===== config.mk =====
export PLATFORM = sky130hd
export DESIGN_NAME = systolic_operand_feeder_flat
export DESIGN_NICKNAME = d
export VERILOG_FILES = /design/src/rtl/systolic_operand_feeder_pkg.sv /design/src/rtl/systolic_operand_feeder_if.sv /design/src/rtl/systolic_operand_feeder_operand_bank.sv /design/src/rtl/systolic_operand_feeder.sv /design/src/flat_wrapper.sv
export SDC_FILE = /design/constraint.sdc
export NUM_CORES = 1
export LEC_CHECK = 0
export CAP_MARGIN = 20
export CORE_ASPECT_RATIO = 2
export CORE_MARGIN = 5
export CORE_UTILIZATION = 60
export DETAILED_ROUTE_END_ITERATION = 12
export HOLD_SLACK_MARGIN = 0.06
export PLACE_DENSITY = 0.89
export SKIP_LAST_GASP = 1
export SYNTH_ARGS = -nofsm -noshare
export SYNTH_HDL_FRONTEND = slang
export SYNTH_SLANG_ARGS = --single-unit

===== constraint.sdc =====
create_clock -name clk -period 7 [get_ports clk]
set_input_delay 0.7 -clock clk [delete_from_list [all_inputs] [get_ports clk]]
set_output_delay 0.7 -clock clk [all_outputs]
set_load 0.01 [all_outputs]

===== src/rtl/systolic_operand_feeder_pkg.sv =====
// systolic_pkg: shared defaults, feeder state encoding and wavefront length.
package systolic_pkg;
  localparam int N_DEF = 4;
  localparam int DW_DEF = 4;
  localparam int WAVE_LEN = 3 * N_DEF - 2;
  typedef enum logic [1:0] {LOAD, FEED, DONE} feed_state_t;
  function automatic int wave_len(input int n);
    return 3 * n - 2;
  endfunction
endpackage


===== src/rtl/systolic_operand_feeder_if.sv =====
// systolic_operand_feeder_if: operand streams in, skewed array edges out.
interface systolic_operand_feeder_if import systolic_pkg::*; #(parameter int N = N_DEF, parameter int DW = DW_DEF);
  logic a_valid, a_ready, b_valid, b_ready, feed_active, done;
  logic [N*DW-1:0] a_row, b_col, m_edge, n_edge;
  modport master(output a_valid, a_row, b_valid, b_col,
                 input a_ready, b_ready, m_edge, n_edge, feed_active, done);
  modport slave(input a_valid, a_row, b_valid, b_col,
                output a_ready, b_ready, m_edge, n_edge, feed_active, done);
endinterface


===== src/rtl/systolic_operand_feeder_operand_bank.sv =====
// operand_bank: N-slot operand buffer with write counter and a diagonal skewed read port.
module operand_bank #(parameter int N = 4, parameter int DW = 4, parameter int TW = 4) (
  input  logic            clk,
  input  logic            rst,
  input  logic            en,
  input  logic            clr,
  input  logic            valid,
  input  logic [N*DW-1:0] din,
  input  logic [TW-1:0]   t,
  output logic            ready,
  output logic            full_nxt,
  output logic [N*DW-1:0] rd
);
  localparam int CW = $clog2(N + 1);
  localparam int AW = $clog2(N);
  logic [CW-1:0] cnt_q, cnt_d;
  logic [N*DW-1:0] mem_q [N];
  logic [N*DW-1:0] mem_d [N];
  logic acc;
  always_comb begin
    ready = en && cnt_q != CW'(N);
    acc = valid && ready;
    full_nxt = cnt_q == CW'(N) || (acc && cnt_q == CW'(N - 1));
    cnt_d = clr ? '0 : cnt_q + CW'(acc);
    mem_d = mem_q;
    if (acc) mem_d[cnt_q[AW-1:0]] = din;
    rd = '0;
    // slot i feeds lane i; element t-i is in the window only for 0 <= t-i < N
    for (int i = 0; i < N; i++)
      if (t >= TW'(i) && t - TW'(i) < TW'(N)) rd[i*DW +: DW] = mem_q[i][(t - TW'(i))*DW +: DW];
  end
  always_ff @(posedge clk) begin
    cnt_q <= rst ? '0 : cnt_d;
    mem_q <= mem_d;
  end
endmodule


===== src/rtl/systolic_operand_feeder.sv =====
// systolic_operand_feeder: buffers A rows and B columns, then issues the skewed zero-padded wavefront.
module systolic_operand_feeder import systolic_pkg::*; #(parameter int N = N_DEF, parameter int DW = DW_DEF) (
  input logic clk,
  input logic rst,
  systolic_operand_feeder_if.slave io
);
  localparam int TW = $clog2(3 * N);
  localparam logic [TW-1:0] LAST_T = TW'(wave_len(N) - 1);
  feed_state_t state_q, state_d;
  logic [TW-1:0] t_q, t_d;
  logic [N*DW-1:0] m_q, m_d, n_q, n_d, a_rd, b_rd;
  logic a_fn, b_fn, last, en, clr;
  operand_bank #(.N(N), .DW(DW), .TW(TW)) a_bank (
    .clk(clk), .rst(rst), .en(en), .clr(clr), .valid(io.a_valid), .din(io.a_row),
    .t(t_d), .ready(io.a_ready), .full_nxt(a_fn), .rd(a_rd));
  operand_bank #(.N(N), .DW(DW), .TW(TW)) b_bank (
    .clk(clk), .rst(rst), .en(en), .clr(clr), .valid(io.b_valid), .din(io.b_col),
    .t(t_d), .ready(io.b_ready), .full_nxt(b_fn), .rd(b_rd));
  // edges are registered from the next wave index so they line up with t_q
  always_comb begin
    en = state_q == LOAD && !rst;
    last = t_q == LAST_T;
    state_d = state_q == LOAD ? (a_fn && b_fn ? FEED : LOAD) :
              state_q == FEED ? (last ? DONE : FEED) : LOAD;
    t_d = (state_q == FEED && !last) ? t_q + 1'b1 : '0;
    clr = state_d == DONE;
    m_d = state_d == FEED ? a_rd : '0;
    n_d = state_d == FEED ? b_rd : '0;
  end
  always_ff @(posedge clk) begin
    if (rst) begin
      state_q <= LOAD;
      t_q <= '0;
      m_q <= '0;
      n_q <= '0;
    end else begin
      state_q <= state_d;
      t_q <= t_d;
      m_q <= m_d;
      n_q <= n_d;
    end
  end
  assign io.m_edge = m_q;
  assign io.n_edge = n_q;
  assign io.feed_active = state_q == FEED;
  assign io.done = state_q == DONE;
endmodule


===== src/flat_wrapper.sv =====
// flat-port wrapper written by rule: the top's interface ports become plain ports
module systolic_operand_feeder_flat import systolic_pkg::*;
#(parameter int N = N_DEF, parameter int DW = DW_DEF)
  (clk, rst, io_a_valid, io_a_row, io_b_valid, io_b_col, io_a_ready, io_b_ready, io_m_edge, io_n_edge, io_feed_active, io_done);
  systolic_operand_feeder_if #(.N(N), .DW(DW)) io_i ();
  input logic clk;
  input logic rst;
  input wire logic [$bits(io_i.a_valid)-1:0] io_a_valid;
  input wire logic [$bits(io_i.a_row)-1:0] io_a_row;
  input wire logic [$bits(io_i.b_valid)-1:0] io_b_valid;
  input wire logic [$bits(io_i.b_col)-1:0] io_b_col;
  output wire logic [$bits(io_i.a_ready)-1:0] io_a_ready;
  output wire logic [$bits(io_i.b_ready)-1:0] io_b_ready;
  output wire logic [$bits(io_i.m_edge)-1:0] io_m_edge;
  output wire logic [$bits(io_i.n_edge)-1:0] io_n_edge;
  output wire logic [$bits(io_i.feed_active)-1:0] io_feed_active;
  output wire logic [$bits(io_i.done)-1:0] io_done;
  assign io_i.a_valid = io_a_valid;
  assign io_i.a_row = io_a_row;
  assign io_i.b_valid = io_b_valid;
  assign io_i.b_col = io_b_col;
  assign io_a_ready = io_i.a_ready;
  assign io_b_ready = io_i.b_ready;
  assign io_m_edge = io_i.m_edge;
  assign io_n_edge = io_i.n_edge;
  assign io_feed_active = io_i.feed_active;
  assign io_done = io_i.done;
  systolic_operand_feeder #(.N(N), .DW(DW)) u_core (.clk(clk), .rst(rst), .io(io_i));
endmodule

Yosys cells after proc, flatten, opt, wreduce, memory -nomap -nowiden
Index checks and enable logic that the tools add are counted.
- shift operators: 8
- order comparisons: 12
- $add $sub $neg: 9
- reduce and logical (&&, ||, !) cells: 25
- multiplexer cells: 11
- bitwise gates (word level): 7
- eq/ne operators: 11
- operators with widths (operator ; number):
    16-bit by 33-bit indexed part select with 4-bit output ; 6
    64-bit bitwise mux ; 2
    16-bit demux with 2-bit select ; 2
    16-bit 2-to-1 mux ; 2
    16-bit by 7-bit indexed part select with 4-bit output ; 2
    4-bit by 3-bit less-than comparator with 1-bit output (second input constant) ; 4
    1-bit logical AND ; 15
    3-bit OR reduction ; 4
    4-bit by 2-bit subtractor with 5-bit output (second input constant) ; 2
    4-bit by 1-bit >= comparator with 1-bit output (second input constant) ; 2
    4-bit by 2-bit >= comparator with 1-bit output (second input constant) ; 2
    4-bit by 2-bit subtractor with 4-bit output (second input constant) ; 2
    3-bit by 1-bit adder with 3-bit output ; 2
    3-bit by 2-bit == test with 1-bit output (second input constant) ; 2
    3-bit == test (second input constant) ; 2
    3-bit >= comparator (second input constant) ; 2
    3-bit by 1-bit less-than comparator with 1-bit output (second input constant) ; 2
    2-bit 2-to-1 mux ; 3
    3-bit != test (second input constant) ; 2
    2-bit inverter with 3-bit output ; 2
    1-bit inverter ; 5
    4-bit by 1-bit subtractor with 5-bit output (second input constant) ; 1
    4-bit by 1-bit adder with 4-bit output (second input constant) ; 1
    2-bit by 1-bit == test with 1-bit output (second input constant) ; 2
    9 further kinds ; 12
- bits in registers: 172
- output and inout port bits: 36

Depth between registers and ports, before layout
Gate-level depths: netlist of run 1.
- word-level depth: 12
- depth in mapped cells: 14
- gate-level depth less buffers: 13

Hierarchy
Synthesis of run 1 repeated with hierarchy kept, for this count alone.
- cells, all modules: 388
- area total of the unflattened synthesis: 6807.8 um^2
- by module, submodules not included (module ; cells each ; times used ; area an instance (um^2)):
    operand_bank (u_core.a_bank) ; 146 ; 1 ; 2822.7
    operand_bank (u_core.b_bank) ; 145 ; 1 ; 2821.5
    systolic_operand_feeder ; 97 ; 1 ; 1163.6

Least setup slack after synthesis of run 1
No wires, ideal clock.
- path type: input-to-reg
- start point: input rst
- end point: register u_core.a_bank.mem_q[32] (netlist bit), enable pin
- setup slack: 3630 ps
- data required time: 6587 ps
- arrival: 2958 ps
- stages on the path: 5
- cells stage by stage: clkbuf_1 -> or3_1 -> a21oi_1 -> nand2_1 -> nor3b_1
- word-level cells in the longest chain between the ends: 4
- ends and longest elaborated chain (what ; line ; RTL):
    start, declared ; flat_wrapper.sv:7 ; input logic rst;
    1-bit logical NOT ; systolic_operand_feeder.sv:21 ; en = state_q == LOAD && !rst;
    1-bit logical AND ; systolic_operand_feeder.sv:21 ;
    1-bit logical AND ; systolic_operand_feeder_operand_bank.sv:21 ; ready = en && cnt_q != CW'(N);
    via io_a_ready ; flat_wrapper.sv:12 ; output wire logic [$bits(io_i.a_ready)-1:0] io_a_ready;
    1-bit logical AND ; systolic_operand_feeder_operand_bank.sv:22 ; acc = valid && ready;
    end signal, assigned ; systolic_operand_feeder_operand_bank.sv:34 ; mem_q <= mem_d;
    end, declared ; systolic_operand_feeder_operand_bank.sv:17 ; logic [N*DW-1:0] mem_q [N];
The timed path passes the listed nets, and every way through them passes these cells.
A chain may end at the register's enable or synchronous reset.

Final worst setup path of run 1
- start point: register u_core.t_q[0]
- end point: register u_core.n_q[15], in the netlist u_core.io.n_edge[15]
- word-level cells in the longest chain between the ends: 9
- ends and longest elaborated chain (what ; line ; RTL):
    start, declared ; systolic_operand_feeder.sv:10 ; logic [TW-1:0] t_q, t_d;
    start signal, assigned ; systolic_operand_feeder.sv:38 ; t_q <= t_d;
    branches (longest 9 deep; another with 4-bit by 1-bit adder with 4-bit output) ; n/a ;
    end signal, assigned ; systolic_operand_feeder.sv:40 ; n_q <= n_d;
    end, declared ; systolic_operand_feeder.sv:11 ; logic [N*DW-1:0] m_q, m_d, n_q, n_d, a_rd, b_rd;
Several ways; the timed one is not identified.

==> results of run 1 <==
==> metrics by stage <==
step | cell area, um^2 | utilization [%] | instances | hold slack (ns)
floorplan | 6370 | - | 380 | 0.518
global placement | 7260 | 69.3 | 582 | 0.527
finish | 7890 | 75.3 | 617 | 0.535
global route | 7890 | 75.3 | 617 | 0.556
CTS | 7890 | 75.3 | 617 | 0.541
detailed placement | 7290 | 69.6 | 585 | 0.537
==> logic make-up (layout without fill, tap and decap cells) <==
kind of cell               Yosys count  in the layout
muxes                               16             16
DFF                                172            172
xor gates and xnor gates             6              6
buffers and inverters               22            122
adders and majority gates           13             13
and+or+nand+nor                    103            103
AOI/OAI and AO/OA                   48             48
==> state kept, by name (all words and copies together) (netlist names) <==
signal and cells:
u_core.io.m_edge 16, u_core.a_bank.cnt_q 3, u_core.t_q 4, u_core.io.n_edge 16, u_core.b_bank.mem_q 64, u_core.state_q 2
u_core.b_bank.cnt_q 3, u_core.a_bank.mem_q 64
==> worst max-delay path: cells and delay by family (launching register included) <==
kind / cells / cell delay [ns]
adder cells (fa/ha/maj): 2 / 1.32
AND/OR/NAND/NOR: 4 / 0.98
multiplexers: 1 / 0.61
flip-flops: 1 / 0.40
buffers and inverters: 1 / 0.34
==> power by group through the flow <==
| stage | sequential (mW) | combinational [mW] | clock [mW] |
|---|---|---|---|
| final | 1.12 | 0.0530 | 0.950 |
| after global routing | 1.12 | 0.0563 | 1.01 |
| after CTS | 1.12 | 0.0532 | 0.962 |
| after detailed placement | 1.14 | 0.0523 | 0 |
| after global placement | 1.14 | 0.0489 | 0 |
| after floorplan | 1.14 | 0.0139 | 0 |
==> cell usage after synthesis, types with 2 or more instances <==
cell type and number:
a21oi_1 5, a311oi_1 16, and2_1 11, and3_1 9, buf_1 2, buf_2 5
buf_6 2, clkbuf_1 2, dfxtp_1 44, edfxtp_1 128, ha_1 13, inv_1 8
inv_4 2, mux4_2 16, nand2_1 39, nand3_1 3, nand4b_1 2, nor2_1 11
nor2b_1 2, nor3_1 5, nor3b_1 5, o21ai_0 4, o22ai_1 17, or3_1 2
xnor2_1 4, xor2_1 2
==> per-layer routing <==
| layer | up-vias | track usage, % |
|---|---|---|
| met5 | - | 0 |
| met4 | 0 | 14.3 |
| met3 | 52 | 6.50 |
| met2 | 227 | 40.8 |
| met1 | 1901 | 26.1 |
| li1 | 1657 | - |
==> worst max path at each step <==
stage                                   startpoint                                end  depth (start not counted)
after CTS                 u_core.t_q[0]$_SDFF_PP0_    u_core.io.n_edge[15]$_SDFF_PP0_                          8
after global routing      u_core.t_q[0]$_SDFF_PP0_    u_core.io.n_edge[15]$_SDFF_PP0_                          8
after detailed placement  u_core.t_q[0]$_SDFF_PP0_    u_core.io.n_edge[12]$_SDFF_PP0_                          8
final                     u_core.t_q[0]$_SDFF_PP0_    u_core.io.n_edge[15]$_SDFF_PP0_                          8
after floorplan                                rst  u_core.a_bank.mem_q[32]$_DFFE_PP_                          5
after global placement                         rst     u_core.io.n_edge[8]$_SDFF_PP0_                          6
==> final cells by class <==
class                           instances  area [um^2]
Inverter                               11         46.3
Timing Repair Buffer                   79          778
Clock inverter                         15          180
Tap cell                              137          171
Clock buffer                           17          425
Fill cell                             621         2580
Sequential cell                       172         4720
Multi-Input combinational cell        186         1570
==> metrics.csv, run 1 <==
metric;value;unit
number of cells produced by synthesis;380;
final-report hold violation count;0;
first-pass iteration count of the detailed router;5;
post-synth design cell area;6370;um^2
met3 WL;1.06;mm
TritonCTS clock tree;yes;
minimum setup slack among reg-to-reg paths;3.20;ns
HPWL after detailed placement;9.44;mm
smallest setup slack after layout;3.20;ns
proportion of register bits with asynchronous set or reset after synthesis;0;%
Yosys top cell area share;60.3;%
largest stage delay on the critical path;1.06;ns
effective utilization at floorplan;60.8;%
post-placement setup slack;3.29;ns
unrepaired setup endpoints after global routing;no;
Clock Pin Slew Worst Setup and Hold Paths;0.07;ns
pin count of the biggest net entering global routing;28;
required time reported for the critical path endpoint;7.31;ns
worst setup path category;register to register;
Synth area leaders;edfxtp_1 (60%), dfxtp_1 (14%), mux4_2 (5.7%);
Routability Congestion;0.898;
number of cell rows;53;
end point of the most critical hold path;u_core.io.m_edge[2]$_SDFF_PP0_;
proportion of synthesized chip area in sequential cells;74.2;%
CP Data Arrival Time;4.11;ns
mean instance size in the synthesized netlist;16.8;um^2
buffer depth of the longest clock path;2;
leakage power;2.70;nW
final clock period utilization by the worst path;54.3;%
DRC violation count after routing;0;
iteration-0 DRC count of the detailed router;431;
ratio of cells with drive above 1 in the final layout;15.8;%
startpoint of the lowest-slack hold path;u_core.a_bank.mem_q[50]$_DFFE_PP_;
area growth from synthesis to final layout;23.9;%
via count of the first global-routing pass;4031;
TritonCTS buffer count;17;
clock latency on the worst-skew pair;0.43;ns
wl on met1;5.00;mm
CTS Hold Buffers Added;0;
power per unit of standard cell area;269;nW/um^2
number of cells traversed by the worst hold path;2;
met2 routed wirelength;7.87;mm
Int Power;1.68;mW
number of vias per cell after detailed routing;6.22;
result of the run;complete, no violations;
Sequential Power Share;52.8;%
count of port buffers added during placement;71;
worst clock skew;0.0109;ns
standard cell with the maximum stage delay on the critical path;ha_1;
leading cell types in the layout, fill and taps excluded;edfxtp_1 (128), clkdlybuf4s50_1 (71), dfxtp_1 (44);
number of clock sinks seen by CTS;172;
setup repair bufs after CTS;0;
number of cells on the worst reg-to-reg path;8;
net switching power of the design;446;uW
logic gate share of total power;2.5;%
relative contribution of the clock network to total power;44.7;%
number of setup violations in the final report;0;
fraction of power spent switching nets;21.0;%
CTS HTree Levels;4;
grt total ovfl;0;
fraction of the mapped netlist area in adder cells;2.55;%
die span in x;82.9;um
max cap viols;0;
Yosys warning total;0;
type of the worst min-delay path;register to register;
initial antenna violation count;0;
number of flops mapped to enable cells by yosys;128;
Worst-Margin Slew;1.01;ns
combinational family with the most area after synthesis;simple AND/OR/NAND/NOR gates;
area fraction in compound gates after synthesis;6.07;%
routed via count;3837;
number of nets in the finished design;516;
Synth area leader;edfxtp_1;
number of register bits inferred by synthesis;172;
Setup TNS Final;0;ns
Antenna Nets Post-Route;0;
overall routing resource usage;23.8;%
fin. max-slew vios;0;
die area;12900;um^2
crit path cell chain;ha_1 > nand3b_2 > nand2_2 > nor2_4 > inv_2 > ha_1 > mux4_2 > and3_1;
DR WL/cell;23.7;um
Reg2Reg Launch Point;u_core.t_q[0]$_SDFF_PP0_;
root buf cell;clkbuf_16;
worst flop-to-flop path endpoint;u_core.io.n_edge[15]$_SDFF_PP0_;
Main synth FF type;edfxtp_1;
first-pass GRT wire length;22.6;mm
remaining max-slew budget at the tightest pin;32.6;%
endpoint kind of the worst setup timing path;register;
most frequent cell on the critical path;ha_1;
maximum operating frequency;263;MHz
Die Ht;156;um
most common library cell in the layout ignoring fill and taps;edfxtp_1;
IO Count;72;
Post-Synth Simple-Gate Area;9.02;%
top layer reached by signal wires;met4;
number of nets in the synthesized netlist;429;
total wire length after detailed routing;14.6;mm
Synth cell types;47;
maximum fanout encountered on the critical timing path;22;
fraction of synthesized cell area in xor and xnor cells;0.825;%
area of the core;10500;um^2
shortest period the worst path allows;3.80;ns
number of antenna cells inserted;0;
total power;2.12;mW
mux share of post-synthesis cell area;5.66;%
maximum resistive drop on vdd;0.253;mV
Critical Path Start Type;register;
number of gates given a new drive strength after cts;0;
(Power assumes the default switching activity.)
==> inputs of run 2 (changes only) <==
--- a/config.mk
+++ b/config.mk
@@ -8,10 +8,10 @@
 export CAP_MARGIN = 20
 export CORE_ASPECT_RATIO = 2
 export CORE_MARGIN = 5
-export CORE_UTILIZATION = 60
+export CORE_UTILIZATION = 50
 export DETAILED_ROUTE_END_ITERATION = 12
 export HOLD_SLACK_MARGIN = 0.06
-export PLACE_DENSITY = 0.89
+export PLACE_DENSITY = 0.8
 export SKIP_LAST_GASP = 1
 export SYNTH_ARGS = -nofsm -noshare
 export SYNTH_HDL_FRONTEND = slang
==> constraint.sdc (replaced) <==
create_clock -name clk -period 3.3 [get_ports clk]
set_input_delay 0.33 -clock clk [delete_from_list [all_inputs] [get_ports clk]]
set_output_delay 0.33 -clock clk [all_outputs]
set_load 0.01 [all_outputs]
==> run 2 against run 1 <==
Against the previous run:
- non-clock buffer count is 12 higher
- maximum frequency is 22% higher
- design area is 0.89% higher
- register-to-register slack worse by 3.0 ns
- sequential power is 110% higher
- wire length is 0.10% higher
- clock skew is 0.00074 ns higher
- first-iteration DRC count is 34% lower
- count of clock-buffer cells in the layout stayed put
- sequential cell count stayed put
==> metrics.csv, run 2 (synthesis results as in run 1) <==
metric;value;unit
result of the run;complete, no violations;
crit path cell chain;inv_1 > ha_1 > nand3b_2 > nand2_2 > nor2_4 > inv_2 > buf_4 > ha_1 > ha_1 > o21ai_0 > nand4b_1 > buf_4 > a311oi_1;
die area;15200;um^2
most frequent cell on the critical path;ha_1;
worst setup path category;register to register;
worst clock skew;0.0117;ns
number of cell rows;58;
type of the worst min-delay path;register to register;
count of port buffers added during placement;71;
root buf cell;clkbuf_16;
Antenna Nets Post-Route;0;
final clock period utilization by the worst path;94.4;%
max cap viols;0;
number of setup violations in the final report;0;
grt total ovfl;0;
Setup TNS Final;0;ns
Clock Pin Slew Worst Setup and Hold Paths;0.07;ns
TritonCTS buffer count;17;
IO Count;72;
endpoint kind of the worst setup timing path;register;
final-report hold violation count;0;
post-placement setup slack;0.0733;ns
effective utilization at floorplan;50.7;%
total placed cells including tap cells;610;
relative contribution of the clock network to total power;43.1;%
first-pass GRT wire length;22.2;mm
worst flop-to-flop path endpoint;u_core.io.m_edge[11]$_SDFF_PP0_;
biggest registers after layout;u_core.a_bank.mem_q: 64 flops, u_core.b_bank.mem_q: 64 flops;
minimum setup slack among reg-to-reg paths;0.19;ns
Die Ht;170;um
end point of the most critical hold path;u_core.io.m_edge[3]$_SDFF_PP0_;
DR WL/cell;22.8;um
worst hold-check slack;0.554;ns
setup repair bufs after CTS;0;
required time reported for the critical path endpoint;3.60;ns
total power;4.37;mW
fraction of power spent switching nets;20.8;%
TritonCTS clock tree;yes;
DRC violation count after routing;0;
Worst-Margin Slew;0.710;ns
maximum operating frequency;321;MHz
maximum resistive drop on vdd;0.377;mV
initial antenna violation count;0;
power per unit of standard cell area;549;nW/um^2
Reg2Reg Launch Point;u_core.t_q[1]$_SDFF_PP0_;
leading cell types in the layout, fill and taps excluded;edfxtp_1 (128), clkdlybuf4s50_1 (71), dfxtp_1 (44);
fin cells;642;
largest stage delay on the critical path;0.39;ns
standard cell with the maximum stage delay on the critical path;dfxtp_1;
number of cells traversed by the worst hold path;2;
number of cells on the worst reg-to-reg path;13;
startpoint of the lowest-slack hold path;u_core.a_bank.mem_q[59]$_DFFE_PP_;
number of clock sinks seen by CTS;172;
multi-input combinational cell area;1580;um^2
overall routing resource usage;19.5;%
CTS Hold Buffers Added;0;
Int Power;3.46;mW
leakage power;2.75;nW
routed via count;3755;
number of nets in the finished design;528;
ratio of cells with drive above 1 in the final layout;18.5;%
instance area after placement;7390;um^2
buffer depth of the longest clock path;2;
pin count of the biggest net entering global routing;20;
number of antenna cells inserted;0;
most common library cell in the layout ignoring fill and taps;edfxtp_1;
net switching power of the design;909;uW
HPWL after detailed placement;10.0;mm
remaining max-slew budget at the tightest pin;52.5;%
fill cell count;865;
total wire length after detailed routing;14.6;mm
post-route cell area;7960;um^2
fin. max-slew vios;0;
CTS HTree Levels;4;
first-pass iteration count of the detailed router;4;
area growth from synthesis to final layout;25.0;%
unrepaired setup endpoints after global routing;no;
Critical Path Start Type;register;
iteration-0 DRC count of the detailed router;284;
die span in x;89.8;um
via count of the first global-routing pass;3918;
shortest period the worst path allows;3.11;ns
clock latency on the worst-skew pair;0.42;ns
FF+latch area;4720;um^2
smallest setup slack after layout;0.186;ns
number of vias per cell after detailed routing;5.85;
maximum fanout encountered on the critical timing path;18;
number of gates given a new drive strength after cts;0;
Routability Congestion;0.842;
CP Data Arrival Time;3.41;ns
logic gate share of total power;2.6;%
area of the core;12600;um^2
fin util;63.4;%
Sequential Power Share;54.3;%
==> run 2: power groups by stage <==
stage	clock network (mW)	logic [mW]	registers, mW
CTS	1.91	0.116	2.37
finish	1.88	0.114	2.38
floorplan	0	0.0295	2.42
global placement	0	0.110	2.42
global route	2.00	0.124	2.38
detailed placement	0	0.115	2.42
==> run 2: area by class of cell <==
type	instances	share of cell area, %
Clock buffer	17	5.34
Inverter	11	0.581
Timing Repair Buffer	91	10.8
Clock inverter	15	1.73
Multi-Input combinational cell	186	19.9
Sequential cell	172	59.3
Tap cell	150	2.36
==> run 2: layer usage <==
metal / wire, um / global-route usage (%) / up-vias
met1: 5120 / 21.0 / 1891
met3: 654 / 4.84 / 35
met5: 0 / 0 / -
li1: - / - / 1677
met2: 8300 / 35.2 / 152
met4: 544 / 9.87 / 0
==> run 2: how the worst max path moves through the flow <==
stage / startpoint / to / cells after the start
CTS: u_core.t_q[0]$_SDFF_PP0_ / u_core.io.n_edge[4]$_SDFF_PP0_ / 11
global route: u_core.t_q[0]$_SDFF_PP0_ / u_core.io.n_edge[4]$_SDFF_PP0_ / 11
floorplan: u_core.t_q[0]$_SDFF_PP0_ / u_core.io.m_edge[15]$_SDFF_PP0_ / 10
global placement: u_core.t_q[0]$_SDFF_PP0_ / u_core.io.n_edge[4]$_SDFF_PP0_ / 11
finish: u_core.t_q[1]$_SDFF_PP0_ / u_core.io.m_edge[11]$_SDFF_PP0_ / 13
detailed placement: u_core.t_q[0]$_SDFF_PP0_ / u_core.io.n_edge[4]$_SDFF_PP0_ / 11
==> run 2: critical path, delay by kind of cell (launching register included) <==
family,cells,cell delay (ns)
flops,1,0.39
fa+ha+maj,3,0.68
simple gates,4,0.81
buf+inv,4,0.64
compound gates,2,0.46
==> inputs of run 3 (changes only) <==
--- a/config.mk
+++ b/config.mk
@@ -10,6 +10,8 @@
 export CORE_MARGIN = 5
 export CORE_UTILIZATION = 50
 export DETAILED_ROUTE_END_ITERATION = 12
+export GPL_ROUTABILITY_DRIVEN = 1
+export GPL_TIMING_DRIVEN = 0
 export HOLD_SLACK_MARGIN = 0.06
 export PLACE_DENSITY = 0.8
 export SKIP_LAST_GASP = 1
==> run 3 against run 2 <==
Against the previous run:
- global-route usage is 0.69 points higher
- utilization up 0.67 points
- register-to-register slack got worse by 0.095 ns
- critical path depth shrank 1
- hold slack got worse by 0.0090 ns
- largest power group unchanged
==> metrics.csv, run 3 (synthesis results as in run 1) <==
metric;value;unit
TritonCTS buffer count;17;
Die Ht;170;um
end point of the most critical hold path;u_core.io.n_edge[1]$_SDFF_PP0_;
number of antenna cells inserted;0;
overall routing resource usage;20.2;%
initial antenna violation count;0;
sum of buffers and inverters on the critical path;2;
Worst-Margin Slew;1.01;ns
minimum setup slack among reg-to-reg paths;0.09;ns
root buf cell;clkbuf_16;
most common library cell in the layout ignoring fill and taps;edfxtp_1;
worst flop-to-flop path endpoint;u_core.io.m_edge[7]$_SDFF_PP0_;
required time reported for the critical path endpoint;3.67;ns
power per unit of standard cell area;556;nW/um^2
max cap viols;0;
result of the run;complete, no violations;
post-placement setup slack;-0.910;ns
Clock Pin Slew Worst Setup and Hold Paths;0.07;ns
TritonCTS clock tree;yes;
effective utilization at floorplan;50.7;%
routed via count;3831;
Routability Congestion;0.868;
final clock period utilization by the worst path;97.3;%
number of cells traversed by the worst hold path;2;
clock latency on the worst-skew pair;0.43;ns
Critical Path Start Type;register;
fin. max-slew vios;0;
number of nets in the finished design;531;
crit path cell chain;ha_1 > nand2_1 > a21oi_2 > nand2b_1 > ha_1 > inv_1 > o41ai_4 > o221ai_2 > a211o_1 > a21boi_4 > buf_4 > and2_1;
worst setup path category;register to register;
ratio of cells with drive above 1 in the final layout;18.2;%
die span in x;89.8;um
total wire length after detailed routing;15.3;mm
DRC violation count after routing;0;
maximum operating frequency;312;MHz
buffer depth of the longest clock path;2;
most frequent cell on the critical path;ha_1;
shortest period the worst path allows;3.21;ns
area of the core;12600;um^2
CTS HTree Levels;4;
area growth from synthesis to final layout;26.3;%
remaining max-slew budget at the tightest pin;32.2;%
type of the worst min-delay path;register to register;
biggest registers after layout;u_core.a_bank.mem_q: 64 flops, u_core.b_bank.mem_q: 64 flops;
CP Data Arrival Time;3.58;ns
grt total ovfl;0;
leakage power;2.81;nW
Antenna Nets Post-Route;0;
maximum resistive drop on vdd;0.549;mV
number of clock sinks seen by CTS;172;
HPWL after detailed placement;10.3;mm
worst clock skew;0.0155;ns
first-pass iteration count of the detailed router;7;
number of setup violations in the final report;0;
die area;15200;um^2
number of vias per cell after detailed routing;5.94;
IO Count;72;
fill cell count;875;
pin count of the biggest net entering global routing;17;
total power;4.48;mW
unrepaired setup endpoints after global routing;yes;
first-pass GRT wire length;22.6;mm
number of cells on the worst reg-to-reg path;12;
number of cell rows;58;
standard cell with the maximum stage delay on the critical path;dfxtp_2;
Largest delay share family, worst path;compound AO/OA/AOI/OAI gates;
smallest setup slack after layout;0.0904;ns
endpoint kind of the worst setup timing path;register;
via count of the first global-routing pass;4082;
startpoint of the lowest-slack hold path;u_core.b_bank.mem_q[49]$_DFFE_PP_;
maximum fanout encountered on the critical timing path;7;
worst hold-check slack;0.545;ns
fin util;64.1;%
CTS Hold Buffers Added;0;
Reg2Reg Launch Point;u_core.t_q[0]$_SDFF_PP0_;
largest stage delay on the critical path;0.43;ns
iteration-0 DRC count of the detailed router;349;
leading cell types in the layout, fill and taps excluded;edfxtp_1 (128), clkdlybuf4s50_1 (71), dfxtp_1 (43);
DR WL/cell;23.6;um
Setup TNS Final;0;ns
final-report hold violation count;0;
count of port buffers added during placement;71;
==> run 3: cell types whose count changed in the layout (fill, tap and decap cells not counted), moves of 2 or more <==
cell | previous run | this run
buf_4 | 20 | 9
clkinvlp_4 | 2 | 0
buf_2 | 0 | 3
buf_6 | 0 | 9
clkbuf_1 | 0 | 4
clkinv_2 | 4 | 1
clkinv_4 | 3 | 5
==> run 3: metrics by stage <==
stage | area (um^2) | cells
global route | 8050 | 645
detailed placement | 7370 | 608
finish | 8050 | 645
global placement | 7270 | 601
CTS | 8030 | 644
floorplan | 6370 | 380
==> run 3: layer usage <==
layer	global-route usage, %	vias up	part of all wire, %	routed length (um)
met4	11.8	0	4.0	612
met2	38.6	168	58	8840
met5	0	-	0	0
li1	-	1681	-	-
met1	19.3	1938	33	5020
met3	4.35	44	5.1	776
==> run 3: final cells by class <==
cell class	instances	area, um^2	share of cell area (%)
clock inverters	13	158	1.96
well taps	150	188	2.33
repair buffers	83	820	10.2
multi-input cells	186	1590	19.8
inverters	11	48.8	0.606
plain buffers	11	82.6	1.03
flip-flops and latches	172	4730	58.7
clock buffers	19	433	5.38
==> run 3: timing repair <==
action                     CTS  global route
setup endpoints to repair   24            13
setup buffers                4             1
gates cloned                 0             0
gates resized for setup     13             4
pin swaps                    2             1
==> run 3: report_power, final <==
group / switching, mW / internal, mW / leakage, nW
clock network: 0.849 / 1.14 / 0.290
logic: 0.0610 / 0.0549 / 1.00
registers: 0.0147 / 2.36 / 1.52
total: 0.925 / 3.55 / 2.81
==> run 3: worst max-delay path by stage <==
stage,cells past startpoint,endpoint,startpoint,slack (ns)
2_1_floorplan,10,u_core.io.m_edge[15]$_SDFF_PP0_,u_core.t_q[0]$_SDFF_PP0_,0.22
3_3_place_gp,6,u_core.a_bank.mem_q[43]$_DFFE_PP_,rst,-0.88
3_5_place_dp,10,u_core.io.n_edge[15]$_SDFF_PP0_,u_core.t_q[0]$_SDFF_PP0_,-0.91
4_1_cts,12,u_core.io.m_edge[7]$_SDFF_PP0_,u_core.t_q[0]$_SDFF_PP0_,0.007
5_1_grt,12,u_core.io.m_edge[7]$_SDFF_PP0_,u_core.t_q[0]$_SDFF_PP0_,-0.01
6_report,12,u_core.io.m_edge[7]$_SDFF_PP0_,u_core.t_q[0]$_SDFF_PP0_,0.09
==> run 3: worst min-delay path, delay by kind of cell, from the launching register on <==
family | cells | cell delay [ns]
DFF | 1 | 0.36
AOI/OAI and AO/OA | 1 | 0.07
and+or+nand+nor | 1 | 0.06
